--- src/rtl/miner_pkg.sv ---
// Shared definitions for the nonce scheduler: FSM state encoding and default widths.
package miner_pkg;
   localparam int NONCE_W_DEF = 32;
   localparam int HASH_W_DEF  = 256;

   typedef enum logic [1:0] {IDLE, ISSUE, WAIT, CHECK} state_e;
endpackage

--- src/rtl/nonce_scheduler_if.sv ---
// Job handshake between the nonce scheduler (master) and the SHA-256 hash core (slave).
interface nonce_scheduler_if
   import miner_pkg::*;
#(
   parameter int NONCE_W = NONCE_W_DEF,
   parameter int HASH_W  = HASH_W_DEF
) ();
   logic               core_ready;
   logic               core_start;
   logic [NONCE_W-1:0] core_nonce;
   logic               core_done;
   logic [HASH_W-1:0]  core_hash;

   modport master (input core_ready, core_done, core_hash, output core_start, core_nonce);
   modport slave  (output core_ready, core_done, core_hash, input core_start, core_nonce);
endinterface

--- src/rtl/nonce_scheduler_target_check.sv ---
// Registered unsigned compare hit = (hash <= target); result is valid the cycle after en.
module target_check
   import miner_pkg::*;
#(
   parameter int HASH_W = HASH_W_DEF
) (
   input  logic              clk,
   input  logic              rst_n,
   input  logic              en,
   input  logic [HASH_W-1:0] hash,
   input  logic [HASH_W-1:0] target,
   output logic              hit
);
   logic hit_q, hit_d;

   always_comb begin
      hit_d = hit_q;
      if (en) hit_d = (hash <= target);
   end

   always_ff @(posedge clk or negedge rst_n) begin
      if (!rst_n) hit_q <= 1'b0;
      else        hit_q <= hit_d;
   end

   assign hit = hit_q;
endmodule

--- src/rtl/nonce_scheduler.sv ---
// Walks a nonce range through the hash core and records the first hash at or below target.
// Build option MULTI_HIT_EN: keep searching after a hit and count hits in hit_count.
module nonce_scheduler
   import miner_pkg::*;
#(
   parameter int NONCE_W = NONCE_W_DEF,
   parameter int HASH_W  = HASH_W_DEF
`ifdef MULTI_HIT_EN
   , parameter int CNT_W = 16
`endif
) (
   input  logic               clk,
   input  logic               rst_n,
   input  logic               start,
   input  logic               abort,
   input  logic [HASH_W-1:0]  target,
   input  logic [NONCE_W-1:0] nonce_start,
   input  logic [NONCE_W-1:0] nonce_end,
   nonce_scheduler_if.master  core,
   output logic               busy,
   output logic               found,
   output logic [NONCE_W-1:0] found_nonce,
   output logic [HASH_W-1:0]  found_hash,
   output logic               exhausted
`ifdef MULTI_HIT_EN
   , output logic [CNT_W-1:0] hit_count
`endif
);
   state_e             state_q, state_d;
   logic [HASH_W-1:0]  tgt_q, tgt_d, hash_q, hash_d, found_hash_q, found_hash_d;
   logic [NONCE_W-1:0] cur_q, cur_d, end_q, end_d, found_nonce_q, found_nonce_d;
   logic               core_start_q, core_start_d;
   logic               found_q, found_d, exhausted_q, exhausted_d;
   logic               hit;
`ifdef MULTI_HIT_EN
   logic [CNT_W-1:0]   hit_count_q, hit_count_d;
`endif

   // The compare is registered on the core_done edge so hit is ready during CHECK.
   target_check #(.HASH_W(HASH_W)) u_check (
      .clk    (clk),
      .rst_n  (rst_n),
      .en     ((state_q == WAIT) && core.core_done && !abort),
      .hash   (core.core_hash),
      .target (tgt_q),
      .hit    (hit)
   );

   always_comb begin
      state_d       = state_q;
      tgt_d         = tgt_q;
      hash_d        = hash_q;
      cur_d         = cur_q;
      end_d         = end_q;
      core_start_d  = 1'b0;
      found_d       = found_q;
      found_nonce_d = found_nonce_q;
      found_hash_d  = found_hash_q;
      exhausted_d   = exhausted_q;
`ifdef MULTI_HIT_EN
      hit_count_d   = hit_count_q;
`endif
      if (abort) begin
         state_d = IDLE;
      end else begin
         case (state_q)
            IDLE: if (start) begin
               state_d     = ISSUE;
               tgt_d       = target;
               cur_d       = nonce_start;
               end_d       = nonce_end;
               found_d     = 1'b0;
               exhausted_d = 1'b0;
`ifdef MULTI_HIT_EN
               hit_count_d = '0;
`endif
            end
            ISSUE: if (core.core_ready) begin
               core_start_d = 1'b1;
               state_d      = WAIT;
            end
            WAIT: if (core.core_done) begin
               hash_d  = core.core_hash;
               state_d = CHECK;
            end
            CHECK: begin
               if (hit && !found_q) begin
                  found_d       = 1'b1;
                  found_nonce_d = cur_q;
                  found_hash_d  = hash_q;
               end
`ifdef MULTI_HIT_EN
               if (hit && (hit_count_q != '1)) hit_count_d = hit_count_q + 1'b1;
               if (cur_q == end_q) begin
                  exhausted_d = 1'b1;
                  state_d     = IDLE;
               end else begin
                  cur_d   = cur_q + 1'b1;
                  state_d = ISSUE;
               end
`else
               // The end test runs first so a hit on nonce_end still reports exhausted.
               if (cur_q == end_q) begin
                  exhausted_d = 1'b1;
                  state_d     = IDLE;
               end else if (hit) begin
                  state_d = IDLE;
               end else begin
                  cur_d   = cur_q + 1'b1;
                  state_d = ISSUE;
               end
`endif
            end
            default: state_d = IDLE;
         endcase
      end
   end

   always_ff @(posedge clk or negedge rst_n) begin
      if (!rst_n) begin
         state_q       <= IDLE;
         tgt_q         <= '0;
         hash_q        <= '0;
         cur_q         <= '0;
         end_q         <= '0;
         core_start_q  <= 1'b0;
         found_q       <= 1'b0;
         found_nonce_q <= '0;
         found_hash_q  <= '0;
         exhausted_q   <= 1'b0;
      end else begin
         state_q       <= state_d;
         tgt_q         <= tgt_d;
         hash_q        <= hash_d;
         cur_q         <= cur_d;
         end_q         <= end_d;
         core_start_q  <= core_start_d;
         found_q       <= found_d;
         found_nonce_q <= found_nonce_d;
         found_hash_q  <= found_hash_d;
         exhausted_q   <= exhausted_d;
      end
   end

`ifdef MULTI_HIT_EN
   always_ff @(posedge clk or negedge rst_n) begin
      if (!rst_n) hit_count_q <= '0;
      else        hit_count_q <= hit_count_d;
   end
   assign hit_count = hit_count_q;
`endif

   assign core.core_start = core_start_q;
   assign core.core_nonce = cur_q;
   assign busy            = (state_q != IDLE);
   assign found           = found_q;
   assign found_nonce     = found_nonce_q;
   assign found_hash      = found_hash_q;
   assign exhausted       = exhausted_q;
endmodule

--- src/flat_wrapper.sv ---
// flat-port wrapper written by rule: the top's interface ports become plain ports
module nonce_scheduler_flat import miner_pkg::*;
#(
   parameter int NONCE_W = NONCE_W_DEF,
   parameter int HASH_W  = HASH_W_DEF

)
  (clk, rst_n, start, abort, target, nonce_start, nonce_end, busy, found, found_nonce, found_hash, exhausted, core_core_ready, core_core_done, core_core_hash, core_core_start, core_core_nonce);
  nonce_scheduler_if #(.NONCE_W(NONCE_W), .HASH_W(HASH_W)) core_i ();
  input  logic clk;
  input  logic rst_n;
  input  logic start;
  input  logic abort;
  input  logic [HASH_W-1:0] target;
  input  logic [NONCE_W-1:0] nonce_start;
  input  logic [NONCE_W-1:0] nonce_end;
  output logic busy;
  output logic found;
  output logic [NONCE_W-1:0] found_nonce;
  output logic [HASH_W-1:0] found_hash;
  output logic exhausted;
  input wire logic [$bits(core_i.core_ready)-1:0] core_core_ready;
  input wire logic [$bits(core_i.core_done)-1:0] core_core_done;
  input wire logic [$bits(core_i.core_hash)-1:0] core_core_hash;
  output wire logic [$bits(core_i.core_start)-1:0] core_core_start;
  output wire logic [$bits(core_i.core_nonce)-1:0] core_core_nonce;
  assign core_i.core_ready = core_core_ready;
  assign core_i.core_done = core_core_done;
  assign core_i.core_hash = core_core_hash;
  assign core_core_start = core_i.core_start;
  assign core_core_nonce = core_i.core_nonce;
  nonce_scheduler #(.NONCE_W(NONCE_W), .HASH_W(HASH_W)) u_core (.clk(clk), .rst_n(rst_n), .start(start), .abort(abort), .target(target), .nonce_start(nonce_start), .nonce_end(nonce_end), .core(core_i), .busy(busy), .found(found), .found_nonce(found_nonce), .found_hash(found_hash), .exhausted(exhausted));
endmodule
--- config.mk ---
export PLATFORM = sky130hd
export DESIGN_NAME = nonce_scheduler_flat
export DESIGN_NICKNAME = d
export VERILOG_FILES = /design/src/rtl/miner_pkg.sv /design/src/rtl/nonce_scheduler_if.sv /design/src/rtl/nonce_scheduler_target_check.sv /design/src/rtl/nonce_scheduler.sv /design/src/flat_wrapper.sv
export SDC_FILE = /design/constraint.sdc
export NUM_CORES = 2
export LEC_CHECK = 0
export CORE_AREA = 2 2 350 352
export DETAILED_ROUTE_END_ITERATION = 16
export DIE_AREA = 0 0 352 354
export GPL_ROUTABILITY_DRIVEN = 1
export PLACE_DENSITY_LB_ADDON = 0.12
export SETUP_SLACK_MARGIN = 0.15
export SLEW_MARGIN = 20
export SYNTH_ARGS = -nofsm -noshare
export SYNTH_HDL_FRONTEND = slang
export SYNTH_SLANG_ARGS = --single-unit
--- constraint.sdc ---
create_clock -name clk -period 4.1 [get_ports clk]
set_input_delay 0.82 -clock clk [delete_from_list [all_inputs] [get_ports clk]]
set_output_delay 0.82 -clock clk [all_outputs]
set_load 0.005 [all_outputs]
==> results.toml <==
[run_status]
status = "finished, final reports clean"

[sta]
fmax_mhz = 277.0
setup_viol = 0
tightest_slew_ps = 1061
layout_min_cycle_time_ps = 3609
slew_headroom_pct = 29.23
hold_violations = 0
slew_viol_final = 0
clock_skew_ps = 24.28
fin_ws_ps = 490.5
grt_setup_unrepaired = "no"
layout_worst_path_cycle_share_pct = 88.04

[route]
wl_per_cell_um = 23.73
num_vias = 27080
dr.pass1.iters = 4
viasPerCell = 4.747
drtIter0Drc = 1038
routed_wl_mm = 135.4
drcViolationCount = 0
ant_nets = 0

[finish]
seqCellArea_um2 = 21770
syn2layout_area_growth_pct = 37.82
fin_nets = 4806
fillers = 11270
stdcell_area_um2 = 54740
drive_above_1_share_pct = 27.30
multi_input_area_um2 = 16470

[worst_setup_path]
r2r_start = "u_core.tgt_q[82]"
critPathBufInv = 3
endpoint_kind = "register"
crit_slowest_cell = "nor4_2"
r2r_end = "u_core.u_check.hit"
crit_required_ps = 4670
start_kind = "primary input"
crit_chain = "clkdlybuf4s50_1, ha_1, nand4_1, nor4_1, buf_4, and3_1, nand3_1, nor4_2, buf_4, nand4_1, a21boi_0, o31ai_1"
crit_arrival_ps = 4180
critPathTopFamily = "simple AND/OR/NAND/NOR gates"
r2r_setup_slack_ps = 740
crit_start = "core_core_hash[92]"
ff2ff_path_depth = 12
cp_slowest_stage_delay_ps = 750
path_class = "primary input to register"
critPathMaxFanout = 3

[power_and_ir_drop]
power_leakage_nw = 25.34
ir_worst_vdd_mv = 0.3686
power_density_nw_per_um2 = 646.5
power_w = 0.03539

[worst_hold_path]
hold_path_class = "primary input to asynchronous set/reset pin"

[placed_design]
routabilityCongestion = 0.8315
pre_cts_ws_ps = -208.0
dp_hpwl_mm = 104.9
portBuffers = 905
placed_cell_area_um2 = 51300

[synthesis]
synth_top_area_share_pct = 54.81
synth_ff_type = "dfrtp_1"
syn_area_per_cell_um2 = 13.34
post-synth-top-count-cell = "dfrtp_1"
synth_seq_cells = 870
yosysSeqAreaShare_pct = 54.81
ys_types = 58
syn_area_um2 = 39720
synth_top_cells_by_count = "870 x dfrtp_1, 831 x mux2_2, 265 x inv_1, 262 x ha_1, 130 x a21oi_1"
ys_async_sr_fraction_pct = 100.0
synth_area_leader_cell = "dfrtp_1"
yosys_warnings = 0
synthCells = 2977
synth.net_count = 3821
synth_enable_flop_cells = 0
yosys-top-cells-area = "dfrtp_1 55%, mux2_2 24%, ha_1 8.3%, inv_1 2.5%, a21oi_1 1.6%"

[die]
coreArea_um2 = 120900
num_rows = 128
die_w_um = 352
ios = 906
die_h_um = 354
die_area_um2 = 124600
start_util_pct = 32.85

[clock_tree]
cts_max_level = 3
post_cts_buffers = 0
post_cts_resized = 0
max-clock-path-buffers = 3
cts.sinks = 870
clk_latency_ps = 690
cts.clk_slew.worst_paths_ps = 60
cts_buffers = 102
cts_tree = "done"
cts_root_buffer = "clkbuf_16"
cts_hold_repair.buffers = 0

[global_route]
grt_pass1_wl_mm = 195.3
grt-ovfl-total = 0
antenna_found_initial = 69
grt_max_degree = 95
grt_pass1_vias = 28520
grt.total_usage_pct = 21.37

[job]
maxCapViolations = 0
## where the power goes
group	switching, W	total (W)	internal [W]	leakage, nW
combinational	0.00531	0.0121	0.00682	12.7
clock	0.00376	0.00906	0.00531	1.64
sequential	0.00210	0.0142	0.0121	11.0
total	0.0112	0.0354	0.0242	25.3
## state kept, by name (all words and copies together), names as in the netlist
name	flops
u_core.core.core_nonce	32
u_core.core.core_start	1
u_core.end_q	32
u_core.exhausted	1
u_core.found	1
u_core.found_hash	256
u_core.found_nonce	32
u_core.hash_q	256
u_core.state_q	2
u_core.tgt_q	256
u_core.u_check.hit	1
## cells in the final DEF (no fill, tap or decap), drive strengths merged, types with 10 or more instances in the layout
master         instances
nand3                 44
nand4                 56
ha                   262
diode                 40
clkbuf               151
nor4                  16
mux2                 831
a21oi                130
nor3                  11
clkinv                22
xor2                  32
nor2                  39
and4                  14
nand2                 64
dfrtp                870
a221oi                10
mux2i                 11
inv                  267
o22ai                 30
and3                  26
o21ai                 50
a21o                  32
clkdlybuf4s50        904
buf                   90
## worst register-to-register path: stages (launching register included)
cell and delay (ps):
dfrtp_1 340, inv_1 50, ha_1 280, nand4_1 170, nor4_1 340, buf_4 180
and3_1 200, nand3_1 340, nor4_2 750, buf_4 260, nand4_1 90, a21boi_0 140
o31ai_1 90
## cell families (layout without fill, tap and decap cells)
group           Yosys count  in the layout  synth area share (%)
buf+inv                 378           1441                 3.796
fa+ha+maj               262            262                 8.253
simple gates            293            293                 4.026
mux                     842            842                 23.84
xor+xnor                 32             32                0.7056
other cells               0             40                     0
flops                   870            870                 54.81
compound gates          300            300                 4.571
## how the worst max path moves through the flow
stage                               to  slack, ps  depth (start not counted)
finish              u_core.u_check.hit        490                         12
global placement    u_core.u_check.hit       -290                         12
CTS                 u_core.u_check.hit        490                         12
global route        u_core.u_check.hit        340                         12
detailed placement  u_core.u_check.hit       -210                         12
floorplan           u_core.u_check.hit       1390                          9
## metrics by stage
step / utilization (%) / TNS [ps] / hold WS, ps / instances
2_1_floorplan: - / 0 / 444.4 / 2977
3_3_place_gp: 42.43 / -289.4 / 468.1 / 5483
3_5_place_dp: 42.43 / -208.0 / 468.9 / 5483
4_1_cts: 45.19 / 0 / 239.9 / 5665
5_1_grt: 45.25 / 0 / 220.1 / 5697
6_report: 45.27 / 0 / 200.3 / 5705
## cell type report
cell class                      count  share of cell area [%]
Antenna cell                       40                  0.1829
Clock buffer                      151                   5.479
Clock inverter                     31                  0.6149
Inverter                          265                   1.817
Multi-Input combinational cell   1729                   30.09
Sequential cell                   870                   39.77
Tap cell                         1625                   3.714
Timing Repair Buffer              994                   18.33
## routing by layer
| metal | global-route usage, % | vias up | routed length (um) |
|---|---|---|---|
| met5 | 0 | - | 346 |
| met4 | 8.807 | 54 | 4239 |
| met3 | 6.933 | 222 | 8983 |
| met2 | 35.78 | 669 | 66880 |
| met1 | 25.26 | 13520 | 54930 |
| li1 | - | 12610 | - |
Power figures use the tool's default switching activity.
